==> config.mk <==
export PLATFORM = sky130hd
export DESIGN_NAME = uart_rx_deserializer
export DESIGN_NICKNAME = d
export VERILOG_FILES = /design/src/rtl/uart_rx_deserializer.sv
export SDC_FILE = /design/constraint.sdc
export NUM_CORES = 1
export LEC_CHECK = 0
export CAP_MARGIN = 20
export CELL_PAD_IN_SITES_DETAIL_PLACEMENT = 0
export CELL_PAD_IN_SITES_GLOBAL_PLACEMENT = 1
export CORE_ASPECT_RATIO = 0.5
export CORE_MARGIN = 4
export CORE_UTILIZATION = 43
export DETAILED_ROUTE_END_ITERATION = 7
export PLACE_DENSITY = 0.82
export SYNTH_ARGS = -nofsm -noshare
export SYNTH_HDL_FRONTEND = slang
export SYNTH_SLANG_ARGS = --single-unit
export TNS_END_PERCENT = 1
==> constraint.sdc <==
create_clock -name clk -period 2.7 [get_ports clk]
set_input_delay 0.54 -clock clk [delete_from_list [all_inputs] [get_ports clk]]
set_output_delay 0.54 -clock clk [all_outputs]
set_load 0.02 [all_outputs]
==> src/rtl/uart_rx_deserializer.sv <==
// 8N1 UART receiver: 2-flop synchroniser, mid-bit sampling FSM, valid/ready holding register.
// Latency ~2 + CLKS_PER_BIT/2 + (DATA_BITS+1)*CLKS_PER_BIT cycles from start edge; overruns drop the new byte.
module uart_rx_deserializer #(
  parameter int CLKS_PER_BIT = 5208,
  parameter int DATA_BITS    = 8
) (
  input  logic                 clk,
  input  logic                 reset,
  input  logic                 rx,
  input  logic                 rx_ready,
  output logic [DATA_BITS-1:0] rx_data,
  output logic                 rx_valid,
  output logic                 framing_err,
  output logic                 overrun_err,
  output logic                 busy
);
  localparam int TW = $clog2(CLKS_PER_BIT);
  localparam int BW = $clog2(DATA_BITS + 1);
  localparam logic [TW-1:0] TICK_LAST = TW'(CLKS_PER_BIT - 1);
  localparam logic [TW-1:0] TICK_HALF = TW'(CLKS_PER_BIT / 2 - 1);
  localparam logic [BW-1:0] BIT_LAST  = BW'(DATA_BITS - 1);

  typedef enum logic [2:0] {IDLE, START, DATA, STOP, BREAK} state_t;

  state_t                 state, state_n;
  logic [TW-1:0]          tick, tick_n;
  logic [BW-1:0]          bit_cnt, bit_n;
  logic [DATA_BITS-1:0]   shreg, shreg_n;
  logic                   rx_meta, rx_s;
  logic                   frame_good, frame_bad;

  always_ff @(posedge clk) begin
    if (reset) begin
      rx_meta <= 1'b1;
      rx_s    <= 1'b1;
    end else begin
      rx_meta <= rx;
      rx_s    <= rx_meta;
    end
  end

  always_ff @(posedge clk) begin
    if (reset) begin
      state   <= IDLE;
      tick    <= '0;
      bit_cnt <= '0;
      shreg   <= '0;
    end else begin
      state   <= state_n;
      tick    <= tick_n;
      bit_cnt <= bit_n;
      shreg   <= shreg_n;
    end
  end

  always_comb begin
    state_n    = state;
    tick_n     = tick;
    bit_n      = bit_cnt;
    shreg_n    = shreg;
    frame_good = 1'b0;
    frame_bad  = 1'b0;
    case (state)
      IDLE: begin
        if (!rx_s) begin
          state_n = START;
          tick_n  = '0;
        end
      end
      START: begin
        // Re-check the line half a bit in so short glitches are rejected silently.
        if (tick == TICK_HALF) begin
          if (!rx_s) begin
            state_n = DATA;
            tick_n  = '0;
            bit_n   = '0;
          end else begin
            state_n = IDLE;
          end
        end else begin
          tick_n = tick + 1'b1;
        end
      end
      DATA: begin
        if (tick == TICK_LAST) begin
          tick_n  = '0;
          shreg_n = DATA_BITS'({rx_s, shreg} >> 1);
          bit_n   = bit_cnt + 1'b1;
          if (bit_cnt == BIT_LAST) state_n = STOP;
        end else begin
          tick_n = tick + 1'b1;
        end
      end
      STOP: begin
        if (tick == TICK_LAST) begin
          tick_n = '0;
          if (rx_s) begin
            frame_good = 1'b1;
            state_n    = IDLE;
          end else begin
            frame_bad  = 1'b1;
            state_n    = BREAK;
          end
        end else begin
          tick_n = tick + 1'b1;
        end
      end
      BREAK: begin
        if (rx_s) state_n = IDLE;
      end
      default: state_n = IDLE;
    endcase
  end

  always_ff @(posedge clk) begin
    if (reset) begin
      rx_data     <= '0;
      rx_valid    <= 1'b0;
      framing_err <= 1'b0;
      overrun_err <= 1'b0;
    end else begin
      framing_err <= frame_bad;
      overrun_err <= 1'b0;
      if (frame_good) begin
        if (!rx_valid || rx_ready) begin
          rx_data  <= shreg;
          rx_valid <= 1'b1;
        end else begin
          overrun_err <= 1'b1;
        end
      end else if (rx_valid && rx_ready) begin
        rx_valid <= 1'b0;
      end
    end
  end

  assign busy = (state != IDLE);

endmodule

**Yosys cells after proc, flatten, opt, wreduce, memory -nomap -nowiden**

Cells that the tools add are included.

- Flip-flop bits (word level): 41
- Bits of input ports: 4
- Output and inout bits: 12
- Word-level logic and storage cells: 71

- Add/sub/neg operators: 2
- Equality and inequality tests: 15
- Muxes and demuxes: 25
- Bitwise operators: 3
- Reductions and logical operators: 16

Operator list:

| operator | number |
|---|---|
| $mux 13 | 3 |
| $pmux 13 s3 | 1 |
| $mux 3 | 7 |
| $pmux 3 s5 | 1 |
| $ne 2x2->1 const B | 7 |
| $add 13x1->13 const B | 1 |
| $eq 13x12->1 const B | 1 |
| $eq 13x13->1 const B | 1 |
| $mux 4 | 3 |
| $mux 1 | 8 |
| $pmux 4 s2 | 1 |
| $eq 3x2->1 const B | 2 |
| $reduce_and 2->1 | 3 |
| $reduce_and 6->1 | 1 |
| $reduce_bool 3->1 | 2 |
| $add 4x1->4 const B | 1 |
| $eq 4x3->1 const B | 1 |
| $reduce_and 4->1 | 1 |
| $reduce_bool 2->1 | 2 |
| $reduce_or 2->1 | 2 |
| $eq 3x1->1 const B | 1 |
| $eq 3x3->1 const B | 1 |
| $logic_not 3->1 | 1 |
| $not 1->1 | 3 |
| 6 further kinds | 6 |

**Depth between registers and ports, before layout**

Gate-level depths: netlist (run 1).

- Depth after elaboration: 5
- Gate-level depth with buffers: 8
- Depth with buffers taken out: 6

**Worst setup path before layout (run 1)**

Ideal clock, no wire load.

- Path type: flip-flop to flip-flop
- Start: register tick[0]
- End: register tick[7]
- Setup time: 0.120 ns
- Arrival: 2.073 ns
- Required time: 2.580 ns
- Slack: 0.507 ns
- Stages on the path, launching flop included: 7
- Path buffers: 0
- Clock period less this slack: 2.193 ns
- Cells stage by stage: dfxtp_1 -> ha_1 -> or3b_4 -> o41ai_4 -> mux2i_1 -> and4b_2 -> a211o_2

- Word-level cells in the longest chain between the ends: 3
- Elaborated cells on any way between the ends: 6
- Those cells by class: add/sub (1); eq/ne (2); mux (3)

Ends and longest elaborated chain:

| item | line | text |
|---|---|---|
| from (decl) | 26 | `logic [TW-1:0] tick, tick_n;` |
| from (signal assigned) | 50 | `tick <= tick_n;` |
| $add 13x1->13 (tied with other cells) | 81, 91, 105 |  |
| $mux 13, on equally long branches | 85, 95, 72 |  |
| $pmux 13 s3 * | 63 | `case (state)` |

Mark *: on every way between the ends. The rest lies on a longest branch, timed or not.
A chain may end at the register's enable or synchronous reset.

**Final worst setup path (run 1)**

Same ends and word-level chain as after synthesis.

==> impl_metrics.tcl, run 1 <==
set metrics [dict create \
    timing.hold.ws_ns 0.422 \
    drc_errors 0 \
    drtPass1Iterations 4 \
    slowest_stage "nor4_1" \
    synthArstFlopShare 0 \
    critPathMaxFanout 16 \
    start_kind "flip-flop" \
    synth-seq-area-share 0.427 \
    outcome "complete, no violations" \
    timing_worst_setup_path_type "reg -> reg" \
    cp_data_arrival_time_ns 2.65 \
    start_util 0.468 \
    grt_pass1_wl_mm 7.24 \
    ff_latch_area_sq_um 821 \
    wl_per_cell_um 13.8 \
    maxCapViolCount 0 \
    path_delay_family "simple AND/OR/NAND/NOR gates" \
    ys_seq_elements 41 \
    syn_avg_cell_area_sq_um 8.73 \
    cts.path.max_buffers 2 \
    synthDistinctLibCells 53 \
    synth-edff-count 0 \
    fin_crit_ns 2.45 \
    r2r_slack_ns 0.25 \
    critPathMaxStageDelay_ns 0.49 \
    p_leak_nw 0.820 \
    clock.fmax_mhz 408 \
    wirelength_mm 4.02 \
    coreArea_sq_mm 0.00410 \
    ir_drop_mv 0.254 \
    cts_tree "built" \
    hold_class "reg -> reg" \
    holdPathStages 1 \
    slew_headroom 0.673 \
    nFillCells 389 \
    overflow 0 \
    drtAntennaViolNets 0 \
    portBuffers 15 \
    drtIter0Drc 87 \
    htreeDepth 2 \
    cp.required_ns 2.90 \
    yosys.area.top_type "dfxtp_1" \
    multi_input_area_sq_mm 0.00104 \
    r2r_start "tick[0]$_SDFFE_PP0P_" \
    grt_setup_unrepaired "no" \
    clkTransAtPathRegs_ns 0.09 \
    pwr_density_cell_mw_per_mm2 481 \
    finalWeightedCongestion 0.802 \
    maxSlewViolCount 0 \
    fp.dieH_um 55.3 \
    syn-num-nets 226 \
    critical_path.cell_chain "ha_1 -> or3b_4 -> nor4_1 -> o32ai_1 -> buf_4 -> nor3b_1 -> a211o_2" \
    layout.nets 243 \
    worstSetupPathDepth 7 \
    grt_pass1_vias 1468 \
    rr_worst_depth 7 \
    rows 16 \
    grt_max_degree 30 \
    cts_resized 0 \
    syn_area_sq_mm 0.00192 \
    hold_viol 0 \
    worst_pin_slew_ns 0.486 \
    synth_top_area_frac 0.427 \
    synth_cells 220 \
    setup-tns-final_ns 0 \
    min_delay_worst_endpoint "rx_s$_SDFF_PP1_" \
    io_pins 16 \
    endpoint_kind "flip-flop" \
    cts_sinks 41 \
    track_usage 0.159 \
    postCtsSetupBuffers 0 \
    synth.area.top_cells "dfxtp_1, mux2i_1, nand2_1" \
    ys.warnings.count 0 \
    cts_buffers 5 \
    ctsHoldBuffers 0 \
    min_from "rx_meta$_SDFF_PP1_" \
    area_delta_synth_final_pct 15.8 \
    drive_gt1_frac 0.122 \
    period_share 0.907 \
    num_vias 1606 \
    die_w_um 103 \
    place_hpwl_mm 2.73 \
    ys.flop_type "dfxtp_1" \
    diodes 0 \
    root_buffer "clkbuf_8" \
    drt-vias-per-instance 5.50 \
    clk-insertion-delay-late_ns 0.30 \
    finalClockSkew_ns 0.00435 \
    critPathBufInv 1 \
    finalSetupViolations 0 \
    die-area_sq_mm 0.00566 \
    regToRegEndpoint "tick[7]$_SDFFE_PP0P_" \
    antenna_found_initial 0 \
]
==> final cells by class <==
cell class / instances / area share
Timing Repair Buffer: 21 / 0.0877
Sequential cell: 41 / 0.369
Inverter: 2 / 0.00337
Tap cell: 54 / 0.0304
Clock buffer: 5 / 0.0309
Multi-Input combinational cell: 166 / 0.467
Clock inverter: 3 / 0.0112
==> logic make-up (layout without fill, tap and decap cells) <==
| logic type | Yosys count | in the layout | share of synthesized area |
|---|---|---|---|
| and+or+nand+nor | 100 | 100 | 0.278 |
| AOI/OAI and AO/OA | 51 | 51 | 0.182 |
| DFF | 41 | 41 | 0.427 |
| buffers and inverters | 13 | 31 | 0.0313 |
| muxes | 12 | 12 | 0.0632 |
| adders and majority gates | 2 | 2 | 0.0130 |
| xor gates and xnor gates | 1 | 1 | 0.00456 |
==> flip-flops by register name, indices dropped and copies added (netlist names), 3 cells and up <==
signal / count
state: 3
tick: 13
bit_cnt: 4
rx_data: 8
shreg: 8
==> routing by layer <==
layer | global-route usage | vias to the layer above | wire (um)
li1 | - | 829 | -
met1 | 0.229 | 750 | 2050
met2 | 0.225 | 25 | 1810
met3 | 0.0477 | 2 | 149
met4 | 0.0542 | 0 | 14
met5 | 0 | - | 0
==> per-stage QoR <==
stage / cell area, sq um / util / total power (W) / instances / setup slack, ns
6_report: 2220 / 0.542 / 0.00107 / 292 / 0.250
5_1_grt: 2220 / 0.542 / 0.00112 / 292 / 0.0489
4_1_cts: 2220 / 0.542 / 0.00109 / 292 / 0.230
3_5_place_dp: 2130 / 0.519 / 0.000663 / 284 / 0.236
3_3_place_gp: 2130 / 0.519 / 0.000662 / 284 / 0.263
2_1_floorplan: 1920 / - / 0.000651 / 220 / 0.507
==> power breakdown <==
part	internal [W]	leakage (nW)	switching (W)	total (W)
sequential	0.000607	0.331	0.00000331	0.000610
combinational	0.0000161	0.444	0.0000219	0.0000379
clock	0.000187	0.0447	0.000235	0.000422
==> synthesized netlist by cell type (2+ instances only) <==
cell type,number
nand4_1,2
nand3b_1,2
a211o_2,2
a22oi_1,2
nand3_1,7
and3_1,3
nor2_1,23
or2_2,4
and4b_1,2
a21oi_1,18
mux2i_1,11
dfxtp_1,41
a41oi_1,3
nor3_1,4
buf_2,2
and2_1,2
or3_1,2
nand2b_1,6
nor4_1,3
o21ai_0,6
ha_1,2
nand4bb_1,2
nand2_1,27
a211oi_1,2
inv_1,2
clkbuf_1,7
a31oi_1,7
==> layout by cell type (no fill, tap or decap), types with 2 or more instances in the layout <==
master / synthesis / layout
nand3_1: 7 / 7
nand3b_1: 2 / 2
or2_2: 4 / 4
mux2i_1: 11 / 11
a22oi_1: 2 / 2
o21ai_0: 6 / 6
and4b_1: 2 / 2
clkdlybuf4s50_1: 0 / 15
a21oi_1: 18 / 18
or3_1: 2 / 2
buf_4: 0 / 6
a211oi_1: 2 / 2
and2_1: 2 / 2
nor3_1: 4 / 4
a31oi_1: 7 / 7
a41oi_1: 3 / 3
inv_1: 2 / 2
nand2_1: 27 / 27
nand2b_1: 6 / 6
nor4_1: 3 / 3
nand4_1: 2 / 2
and3_1: 3 / 3
ha_1: 2 / 2
nand4bb_1: 2 / 2
nor2_1: 23 / 23
clkbuf_8: 0 / 5
a211o_2: 2 / 2
dfxtp_1: 41 / 41
==> worst max-delay path by stage <==
stage               slack, ns                 start              endpoint
finish                   0.25  tick[0]$_SDFFE_PP0P_  tick[7]$_SDFFE_PP0P_
global route             0.05  tick[0]$_SDFFE_PP0P_  tick[7]$_SDFFE_PP0P_
CTS                      0.23  tick[0]$_SDFFE_PP0P_  tick[7]$_SDFFE_PP0P_
detailed placement       0.24  tick[0]$_SDFFE_PP0P_  tick[7]$_SDFFE_PP0P_
global placement         0.26  tick[0]$_SDFFE_PP0P_  tick[7]$_SDFFE_PP0P_
floorplan                0.51  tick[0]$_SDFFE_PP0P_  tick[7]$_SDFFE_PP0P_
Power figures use the tool's default switching activity.
==> run 2, diff against run 1 <==
--- a/config.mk
+++ b/config.mk
@@ -5,13 +5,15 @@
 export SDC_FILE = /design/constraint.sdc
 export NUM_CORES = 1
 export LEC_CHECK = 0
-export CAP_MARGIN = 20
+export CAP_MARGIN = 30
 export CELL_PAD_IN_SITES_DETAIL_PLACEMENT = 0
 export CELL_PAD_IN_SITES_GLOBAL_PLACEMENT = 1
 export CORE_ASPECT_RATIO = 0.5
 export CORE_MARGIN = 4
 export CORE_UTILIZATION = 43
+export CTS_CLUSTER_SIZE = 8
 export DETAILED_ROUTE_END_ITERATION = 7
+export HOLD_SLACK_MARGIN = 0.08
 export PLACE_DENSITY = 0.82
 export SYNTH_ARGS = -nofsm -noshare
 export SYNTH_HDL_FRONTEND = slang
==> results of run 2 <==
No change in the layout: final DEF, timing and power equal those of run 1.
